$ cat src/rtl/vb_pix_bridge.sv
// VerilogBoy pixel stream to dsi_core RGB888 bridge: ping-pong line buffers, palette, integer upscale.
// Optional macro VB_PIX_PALETTE_WR_EN adds a writable 16-entry palette (pal_we/pal_idx/pal_rgb).
module vb_pix_bridge #(
    parameter int H_ACTIVE = 160,
    parameter int SCALE    = 2
) (
    input  logic        clk,
    input  logic        rst,
    input  logic [3:0]  vb_pixel,
    input  logic        vb_valid,
    input  logic        vb_hs,
    input  logic        vb_vs,
    input  logic        pix_almost_full,
    input  logic        pix_next_frame,
`ifdef VB_PIX_PALETTE_WR_EN
    input  logic        pal_we,
    input  logic [3:0]  pal_idx,
    input  logic [23:0] pal_rgb,
`endif
    output logic [23:0] pix,
    output logic        pix_wr,
    output logic        pix_vsync,
    output logic        overflow
);

    localparam logic [7:0] X_LAST = 8'(H_ACTIVE - 1);
    localparam logic [1:0] S_LAST = 2'(SCALE - 1);

    typedef enum logic [1:0] {ST_IDLE, ST_WAITF, ST_EMIT} state_t;

    function automatic logic [23:0] f_default_rgb(input logic [1:0] code);
        case (code)
            2'd0:    return 24'hE0F8D0;
            2'd1:    return 24'h88C070;
            2'd2:    return 24'h346856;
            default: return 24'h081820;
        endcase
    endfunction

    // Both line buffers share one array; the buffer select is the address MSB.
    logic [3:0]  r_mem [512];
    logic [3:0]  r_rd_data;

    logic        r_vs_d;
    logic [7:0]  r_wx;
    logic        r_wsel;
    logic        r_rsel;
    logic [1:0]  r_full;
    logic [1:0]  r_sof;
    logic        r_sof_pend;
    logic        r_overflow;

    logic        w_vs_rise;
    logic [7:0]  w_wx_eff;
    logic        w_wr_en;
    logic        w_wr_last;

    state_t      r_state, w_state_next;
    logic [7:0]  r_ox, w_ox_next;
    logic [1:0]  r_hx, w_hx_next;
    logic [1:0]  r_rep, w_rep_next;
    logic        w_rsel_next;
    logic        w_issue;
    logic        w_rd_done;
    logic        w_vsync_next;

    logic        r_rd_vld;
    logic [23:0] r_pix;
    logic        r_pix_wr;
    logic        r_pix_vsync;
    logic [23:0] w_pal_rgb;
    logic        w_unused;

    assign w_vs_rise = vb_vs & ~r_vs_d;
    assign w_wx_eff  = w_vs_rise ? 8'd0 : r_wx;
    assign w_wr_en   = vb_valid & ~r_full[r_wsel];
    assign w_wr_last = w_wr_en & (w_wx_eff == X_LAST);

    always_ff @(posedge clk) begin
        if (w_wr_en) begin
            r_mem[{r_wsel, w_wx_eff}] <= vb_pixel;
        end
    end

    always_ff @(posedge clk) begin
        if (w_issue) begin
            r_rd_data <= r_mem[{r_rsel, r_ox}];
        end
    end

    always_ff @(posedge clk) begin
        if (rst) begin
            r_vs_d     <= 1'b0;
            r_wx       <= 8'd0;
            r_wsel     <= 1'b0;
            r_full     <= 2'b00;
            r_sof      <= 2'b00;
            r_sof_pend <= 1'b0;
            r_overflow <= 1'b0;
        end else begin
            r_vs_d <= vb_vs;
            r_wx   <= w_wx_eff;
            if (w_vs_rise) begin
                r_sof_pend <= 1'b1;
            end
            if (w_wr_en) begin
                if (w_wr_last) begin
                    r_full[r_wsel] <= 1'b1;
                    r_sof[r_wsel]  <= r_sof_pend | w_vs_rise;
                    r_sof_pend     <= 1'b0;
                    r_wsel         <= ~r_wsel;
                    r_wx           <= 8'd0;
                end else begin
                    r_wx <= w_wx_eff + 8'd1;
                end
            end
            if (vb_valid && r_full[r_wsel]) begin
                r_overflow <= 1'b1;
            end
            // Never the buffer being filled: wsel differs from rsel while rsel is full.
            if (w_rd_done) begin
                r_full[r_rsel] <= 1'b0;
            end
        end
    end

    always_ff @(posedge clk) begin
        if (rst) begin
            r_state <= ST_IDLE;
            r_ox    <= 8'd0;
            r_hx    <= 2'd0;
            r_rep   <= 2'd0;
            r_rsel  <= 1'b0;
        end else begin
            r_state <= w_state_next;
            r_ox    <= w_ox_next;
            r_hx    <= w_hx_next;
            r_rep   <= w_rep_next;
            r_rsel  <= w_rsel_next;
        end
    end

    always_comb begin
        w_state_next = r_state;
        w_ox_next    = r_ox;
        w_hx_next    = r_hx;
        w_rep_next   = r_rep;
        w_rsel_next  = r_rsel;
        w_issue      = 1'b0;
        w_rd_done    = 1'b0;
        w_vsync_next = 1'b0;
        case (r_state)
            ST_IDLE: begin
                if (r_full[r_rsel]) begin
                    w_ox_next    = 8'd0;
                    w_hx_next    = 2'd0;
                    w_rep_next   = 2'd0;
                    w_state_next = r_sof[r_rsel] ? ST_WAITF : ST_EMIT;
                end
            end
            ST_WAITF: begin
                if (pix_next_frame) begin
                    w_vsync_next = 1'b1;
                    w_state_next = ST_EMIT;
                end
            end
            ST_EMIT: begin
                if (!pix_almost_full) begin
                    w_issue = 1'b1;
                    if (r_hx == S_LAST) begin
                        w_hx_next = 2'd0;
                        if (r_ox == X_LAST) begin
                            w_ox_next = 8'd0;
                            if (r_rep == S_LAST) begin
                                w_rep_next   = 2'd0;
                                w_rd_done    = 1'b1;
                                w_rsel_next  = ~r_rsel;
                                w_state_next = ST_IDLE;
                            end else begin
                                w_rep_next = r_rep + 2'd1;
                            end
                        end else begin
                            w_ox_next = r_ox + 8'd1;
                        end
                    end else begin
                        w_hx_next = r_hx + 2'd1;
                    end
                end
            end
            default: w_state_next = ST_IDLE;
        endcase
    end

`ifdef VB_PIX_PALETTE_WR_EN
    logic [23:0] r_pal [16];

    always_ff @(posedge clk) begin
        if (rst) begin
            for (int i = 0; i < 16; i++) begin
                r_pal[i] <= f_default_rgb(i[1:0]);
            end
        end else if (pal_we) begin
            r_pal[pal_idx] <= pal_rgb;
        end
    end

    assign w_pal_rgb = r_pal[r_rd_data];
    assign w_unused  = vb_hs;
`else
    assign w_pal_rgb = f_default_rgb(r_rd_data[1:0]);
    assign w_unused  = ^{vb_hs, r_rd_data[3:2]};
`endif

    // Stage 1 is the buffer read above; stage 2 registers the palette result.
    always_ff @(posedge clk) begin
        if (rst) begin
            r_rd_vld    <= 1'b0;
            r_pix       <= 24'd0;
            r_pix_wr    <= 1'b0;
            r_pix_vsync <= 1'b0;
        end else begin
            r_rd_vld    <= w_issue;
            r_pix_wr    <= r_rd_vld;
            r_pix_vsync <= w_vsync_next;
            if (r_rd_vld) begin
                r_pix <= w_pal_rgb;
            end
        end
    end

    assign pix       = r_pix;
    assign pix_wr    = r_pix_wr;
    assign pix_vsync = r_pix_vsync;
    assign overflow  = r_overflow;

endmodule

$ cat config.mk
export PLATFORM = sky130hd
export DESIGN_NAME = vb_pix_bridge
export DESIGN_NICKNAME = d
export VERILOG_FILES = /design/src/rtl/vb_pix_bridge.sv
export SDC_FILE = /design/constraint.sdc
export NUM_CORES = 1
export LEC_CHECK = 0
export BUFFER_PORTS_ARGS = -buffer_cell sky130_fd_sc_hd__buf_2
export CORE_MARGIN = 3
export CORE_UTILIZATION = 41
export CTS_CLUSTER_DIAMETER = 100
export CTS_CLUSTER_SIZE = 14
export DETAILED_ROUTE_END_ITERATION = 16
export PLACE_DENSITY_LB_ADDON = 0.15
export REMOVE_ABC_BUFFERS = 1
export SYNTH_ARGS = -nofsm -noshare
export SYNTH_HDL_FRONTEND = slang
export SYNTH_SLANG_ARGS = --single-unit
$ cat constraint.sdc
create_clock -name clk -period 3 [get_ports clk]
set_input_delay 0.75 -clock clk [delete_from_list [all_inputs] [get_ports clk]]
set_output_delay 0.75 -clock clk [all_outputs]
set_load 0.05 [all_outputs]
-- Word level (Yosys, flattened, before mapping)
Memory sizes are Yosys's and may differ from the RTL's. A register that Yosys moved wholly into a read port is not among the register bits.
Index checks and enable logic that the tools add are counted.
- register bits after elaboration: 58
- RAM bits: 2048
- output and inout bits: 27
- word-level logic and storage cells: 119
- memories kept: 1
- memory list (memory ; depth ; bits a word ; rd ports ; clocked after Yosys merged registers in ; write ports ; RTL line ; text):
    r_mem ; 512 ; 4 ; 1 ; 1 ; 1 ; 41 ; logic [3:0] r_mem [512];
- add/subtract/negate cells: 4
- order comparisons: 4
- equality and inequality tests: 14
- muxes and demuxes: 54
- bitwise logic cells: 13
- reduce and logical (&&, ||, !) cells: 13
- operator list (kind ; count):
    $pmux 24 s3 ; 1
    $mux 8 ; 7
    $mux 2 ; 18
    $mux 1 ; 21
    $add 8x1->8 const B ; 2
    $eq 8x8->1 const B ; 2
    $pmux 8 s2 ; 1
    $ne 2x2->1 const B ; 6
    $reduce_and 5->1 ; 2
    $eq 2x1->1 const B ; 4
    $pmux 2 s2 ; 2
    $not 1->1 ; 6
    $pmux 2 s3 ; 1
    $reduce_and 6->1 ; 1
    $add 2x1->2 const B ; 2
    $eq 2x2->1 const B ; 2
    $logic_not 2->1 ; 2
    $lt 1x2->1 const B ; 2
    $reduce_and 4->1 ; 1
    $and 1x1->1 ; 3
    $logic_and 1x1->1 ; 3
    $reduce_and 3->1 ; 1
    $and 2x2->2 ; 1
    $bwmux 2 ; 1
    other kinds (8) ; 10

-- Longest topological paths before layout
- word-level depth: 10
- depth in mapped cells: 13
- mapped depth without buffers: 10

-- Worst setup path after synthesis
Ideal clock, no wire load.
- kind: input-to-reg
- start: in vb_vs
- end: reg r_wx[1]
- setup time: 0.128 ns
- data arrival time: 2.630 ns
- setup slack: 0.243 ns
- cell stages on the path: 10
- path buffers: 1
- cells stage by stage: nand2b_1 -> clkbuf_1 -> nand2_1 -> inv_1 -> ha_1 -> and3_1 -> nand2_1 -> nor3_1 -> o22a_1 -> nor2_1
- longest elaborated chain between the ends: 6
- elaborated cells between the ends (all ways): 7
- classes of those cells: add/sub: 1; eq/ne: 1; mux: 3; bitwise: 2
- RTL lines (what ; RTL line ; text):
    start, declared ; 12 ; input logic vb_vs,
    $and 1x1->1 (*) ; 74 ; assign w_vs_rise = vb_vs & ~r_vs_d;
    $mux 8 (*) ; 75 ; assign w_wx_eff = w_vs_rise ? 8'd0 : r_wx;
    parallel branches: the longest is 3 deep, another holds $add 8x1->8 ; - ;
    $mux 8 (*) ; 106 ; if (w_wr_en) begin
    end signal, assigned ; 102 ; r_wx <= w_wx_eff;
    end signal, assigned ; 114 ; r_wx <= w_wx_eff + 8'd1;
    end, declared ; 45 ; logic [7:0] r_wx;
Every way passes the cells marked *.
A chain may end at the register's enable or synchronous reset.

==> impl_metrics.sql <==
INSERT INTO impl_metrics (metric_group, metric, value, unit) VALUES
('status', 'outcome', 'finished, violations left', ''),
('status', 'failed_checks', 'setup timing', ''),
('sta', 'final.setup.worst_slack', '-0.0864', 'ns'),
('critical_path', 'r2r_slack', '-0.09', 'ns'),
('sta', 'timing.final.setup_violations', '1', ''),
('synth', 'post_synth_num_cell_types', '67', ''),
('place', 'gp_routability_congestion', '0.824', ''),
('clock_tree', 'cts_tree', 'yes', ''),
('clock_tree', 'cts_htree_levels', '3', ''),
('global_route', 'grt_max_degree', '115', ''),
('pwr', 'ir_worst_vdd', '338', 'uV'),
('synth', 'ys_top_cells_by_count', 'sky130_fd_sc_hd__edfxtp_1 (1026), sky130_fd_sc_hd__nor2_1 (560), sky130_fd_sc_hd__mux4_2 (194), sky130_fd_sc_hd__mux2i_1 (124), sky130_fd_sc_hd__clkbuf_1 (116)', ''),
('synth', 'post-synth-top-area-cell', 'sky130_fd_sc_hd__edfxtp_1', ''),
('synth', 'ys_seq_area_frac', '0.717', ''),
('place', 'port-buffer-count', '27', ''),
('pwr', 'power.switching_fraction', '0.199', ''),
('worst_hold_path', 'worst_hold_startpoint', 'vb_vs', ''),
('synth', 'post_synth_instance_area', '44200', 'um^2'),
('pwr', 'power.switching', '5.42', 'mW'),
('synth', 'synthArstFlopShare', '0', ''),
('critical_path', 'critical_path_required', '3.41', 'ns'),
('pwr', 'p_per_area', '543', 'nW/um^2'),
('synth', 'yosys_most_used_dff', 'sky130_fd_sc_hd__edfxtp_1', ''),
('detailed_routing', 'drc_errors', '0', ''),
('critical_path', 'critPathLaunch', 'r_ox[1]', ''),
('detailed_routing', 'post_drt_wl_per_cell', '27.4', 'um'),
('detailed_routing', 'wl', '117000', 'um'),
('critical_path', 'reg2reg_depth', '10', ''),
('synth', 'synth.top_cells.by_area', 'sky130_fd_sc_hd__edfxtp_1 (70%), sky130_fd_sc_hd__mux4_2 (9.9%), sky130_fd_sc_hd__nor2_1 (4.8%)', ''),
('die', 'area_of_the_core', '106000', 'um^2'),
('place', 'dpl-instance-area', '47300', 'um^2'),
('sta', 'rsz0062_at_grt', 'yes', ''),
('clock_tree', 'cts.path.max_buffers', '3', ''),
('synth', 'synth.most_common_cell', 'sky130_fd_sc_hd__edfxtp_1', ''),
('pwr', 'leakagePower', '15.1', 'nW'),
('cells_and_area', 'area_growth_syn_to_layout', '13.7', '%'),
('die', 'die_y_extent', '334', 'um'),
('critical_path', 'timing.rr.end', 'r_rd_data[1]', ''),
('synth', 'post_synthesis_sequential_element_count', '1068', ''),
('synth', 'syn-mean-instance-area', '16.5', 'um^2'),
('pwr', 'internal_power', '21.9', 'mW'),
('run', 'max_cap_violations', '0', ''),
('critical_path', 'worstReg2RegStart', 'r_ox[1]', ''),
('clock_tree', 'numCtsBuffers', '86', ''),
('cells_and_area', 'filler_cell_count', '9039', ''),
('critical_path', 'worst_setup_path_end', 'r_rd_data[1]', ''),
('cells_and_area', 'layout.nets', '2873', ''),
('global_route', 'vias_in_the_first_global_route', '25571', ''),
('sta', 'layout_min_cycle_time', '3.09', 'ns'),
('clock_tree', 'ctsHoldBuffers', '0', ''),
('global_route', 'grt_util_all_layers', '0.210', ''),
('synth', 'synth-edff-count', '1026', ''),
('global_route', 'antenna_found_initial', '1', ''),
('cells_and_area', 'drive_gt1_frac', '0.218', ''),
('clock_tree', 'clock_sinks', '1068', ''),
('sta', 'hold_viol', '0', ''),
('clock_tree', 'path_clk_slew', '0.08', 'ns'),
('pwr', 'sequentialPowerShare', '0.598', ''),
('critical_path', 'critical_path_arrival', '3.50', 'ns'),
('detailed_routing', 'vias', '24497', ''),
('synth', 'synth_top_area_frac', '0.698', ''),
('global_route', 'grt_first_pass_wirelength', '173000', 'um'),
('detailed_routing', 'vias_per_cell', '5.72', ''),
('global_route', 'grt.overflow.total', '0', ''),
('critical_path', 'critical_path_class', 'flip-flop to flip-flop', ''),
('sta', 'maximum_clock_frequency', '324', 'MHz'),
('detailed_routing', 'drt_iter0_markers', '2249', ''),
('sta', 'post-route-period-util', '1.03', ''),
('synth', 'yosys_warnings', '0', ''),
('die', 'floorplan.initialDensity', '0.416', ''),
('pwr', 'clock_power_share', '0.387', '');
==> per-stage QoR <==
step           power, mW  utilization  cells  hold slack (ns)  setup TNS [ns]
2_1_floorplan       16.7            -   2479            0.448         -146.39
3_3_place_gp        17.0        0.446   4131            0.455           -3.42
3_5_place_dp        17.1        0.446   4131            0.470           -6.37
4_1_cts             27.6        0.473   4283            0.325               0
5_1_grt             28.2        0.473   4284            0.351          -0.291
6_report            27.3        0.473   4285            0.352         -0.0864
==> worst min path at each step <==
stage	to	slack (ns)	cells after the start
after floorplan	r_rep[1]	0.45	1
after global placement	overflow	0.45	2
after detailed placement	r_hx[1]	0.47	1
after CTS	overflow	0.33	3
after global routing	r_vs_d	0.35	2
final	r_vs_d	0.35	2
==> flip-flops by register name (all words and copies together), names as in the netlist, 2 cells and up <==
register   cells
r_hx           2
r_state        2
r_mem       1024
r_rep          2
r_sof          2
pix            8
r_rd_data      2
r_full         2
r_ox           8
r_wx           8
==> final cells by class <==
class	instances	area (um^2)	area share
multi-input cells	1395	11400	0.227
clock inverters	5	47.5	0.000946
flip-flops and latches	1068	31700	0.630
inverters	16	60.1	0.00120
diodes	1	2.50	0.0000498
well taps	1391	1740	0.0346
repair buffers	284	2960	0.0588
clock buffers	125	2380	0.0474
==> cell families after synthesis <==
family	Yosys count	synth area share
DFF	1068	0.717
and+or+nand+nor	785	0.0738
muxes	341	0.137
AOI/OAI and AO/OA	241	0.0376
buffers and inverters	225	0.0296
adders and majority gates	11	0.00312
xor gates and xnor gates	10	0.00198
other	1	0.0000849
==> critical path, stage by stage (launching register included) <==
cell                       delay (ns)
sky130_fd_sc_hd__dfxtp_4         0.46
sky130_fd_sc_hd__buf_12          0.18
sky130_fd_sc_hd__mux4_2          0.50
sky130_fd_sc_hd__mux2_2          0.27
sky130_fd_sc_hd__o21ai_0         0.20
sky130_fd_sc_hd__nor3_2          0.08
sky130_fd_sc_hd__nor4_1          0.29
sky130_fd_sc_hd__buf_4           0.18
sky130_fd_sc_hd__or4b_4          0.51
sky130_fd_sc_hd__nor2_2          0.10
sky130_fd_sc_hd__a211oi_1        0.05
==> cells in the final DEF (no fill, tap or decap), drive strengths merged, types with 3 or more instances in the layout <==
master / netlist / routed
mux2i: 124 / 124
xor2: 4 / 4
nand2: 79 / 79
nor3: 41 / 41
inv: 14 / 19
nand3: 23 / 23
o22ai: 39 / 39
nor2b: 24 / 24
edfxtp: 1026 / 1026
a211oi: 28 / 28
nor4: 8 / 8
mux4: 207 / 207
bufbuf: 0 / 5
and2: 13 / 13
conb: 1 / 7
mux2: 10 / 10
nor3b: 5 / 5
a2111oi: 5 / 5
a221oi: 13 / 13
or2: 5 / 5
nor2: 560 / 560
a21oi: 47 / 47
dfxtp: 42 / 42
ha: 11 / 11
a221o: 3 / 3
nand2b: 8 / 8
buf: 93 / 279
o32ai: 4 / 4
clkbuf: 116 / 125
a22o: 4 / 4
a22oi: 12 / 12
xnor2: 6 / 6
o21ai: 38 / 38
o221ai: 33 / 33
and3: 8 / 8
==> power groups by stage <==
| stage | clock (mW) | sequential [mW] | combinational (mW) |
|---|---|---|---|
| 6_report | 10.6 | 16.3 | 0.402 |
| 5_1_grt | 11.4 | 16.3 | 0.435 |
| 4_1_cts | 10.8 | 16.3 | 0.407 |
| 3_5_place_dp | 0 | 16.6 | 0.407 |
| 3_3_place_gp | 0 | 16.6 | 0.392 |
| 2_1_floorplan | 0 | 16.7 | 0.0592 |
==> per-layer routing <==
metal | up-vias | global-route usage | part of all wire
li1 | 10707 | - | -
met1 | 12953 | 0.288 | 0.43
met2 | 701 | 0.360 | 0.50
met3 | 136 | 0.0275 | 0.051
met4 | 0 | 0.0486 | 0.020
met5 | - | 0 | 0
==> what timing repair did <==
item | CTS | global route
setup endpoints to repair | 2 | 4
pin swaps | 3 | 5
cloned | 5 | 0
buffers inserted | 17 | 1
hold endpoints to repair | 0 | 0
gates resized for setup | 29 | 5
Power figures use the tool's default switching activity.
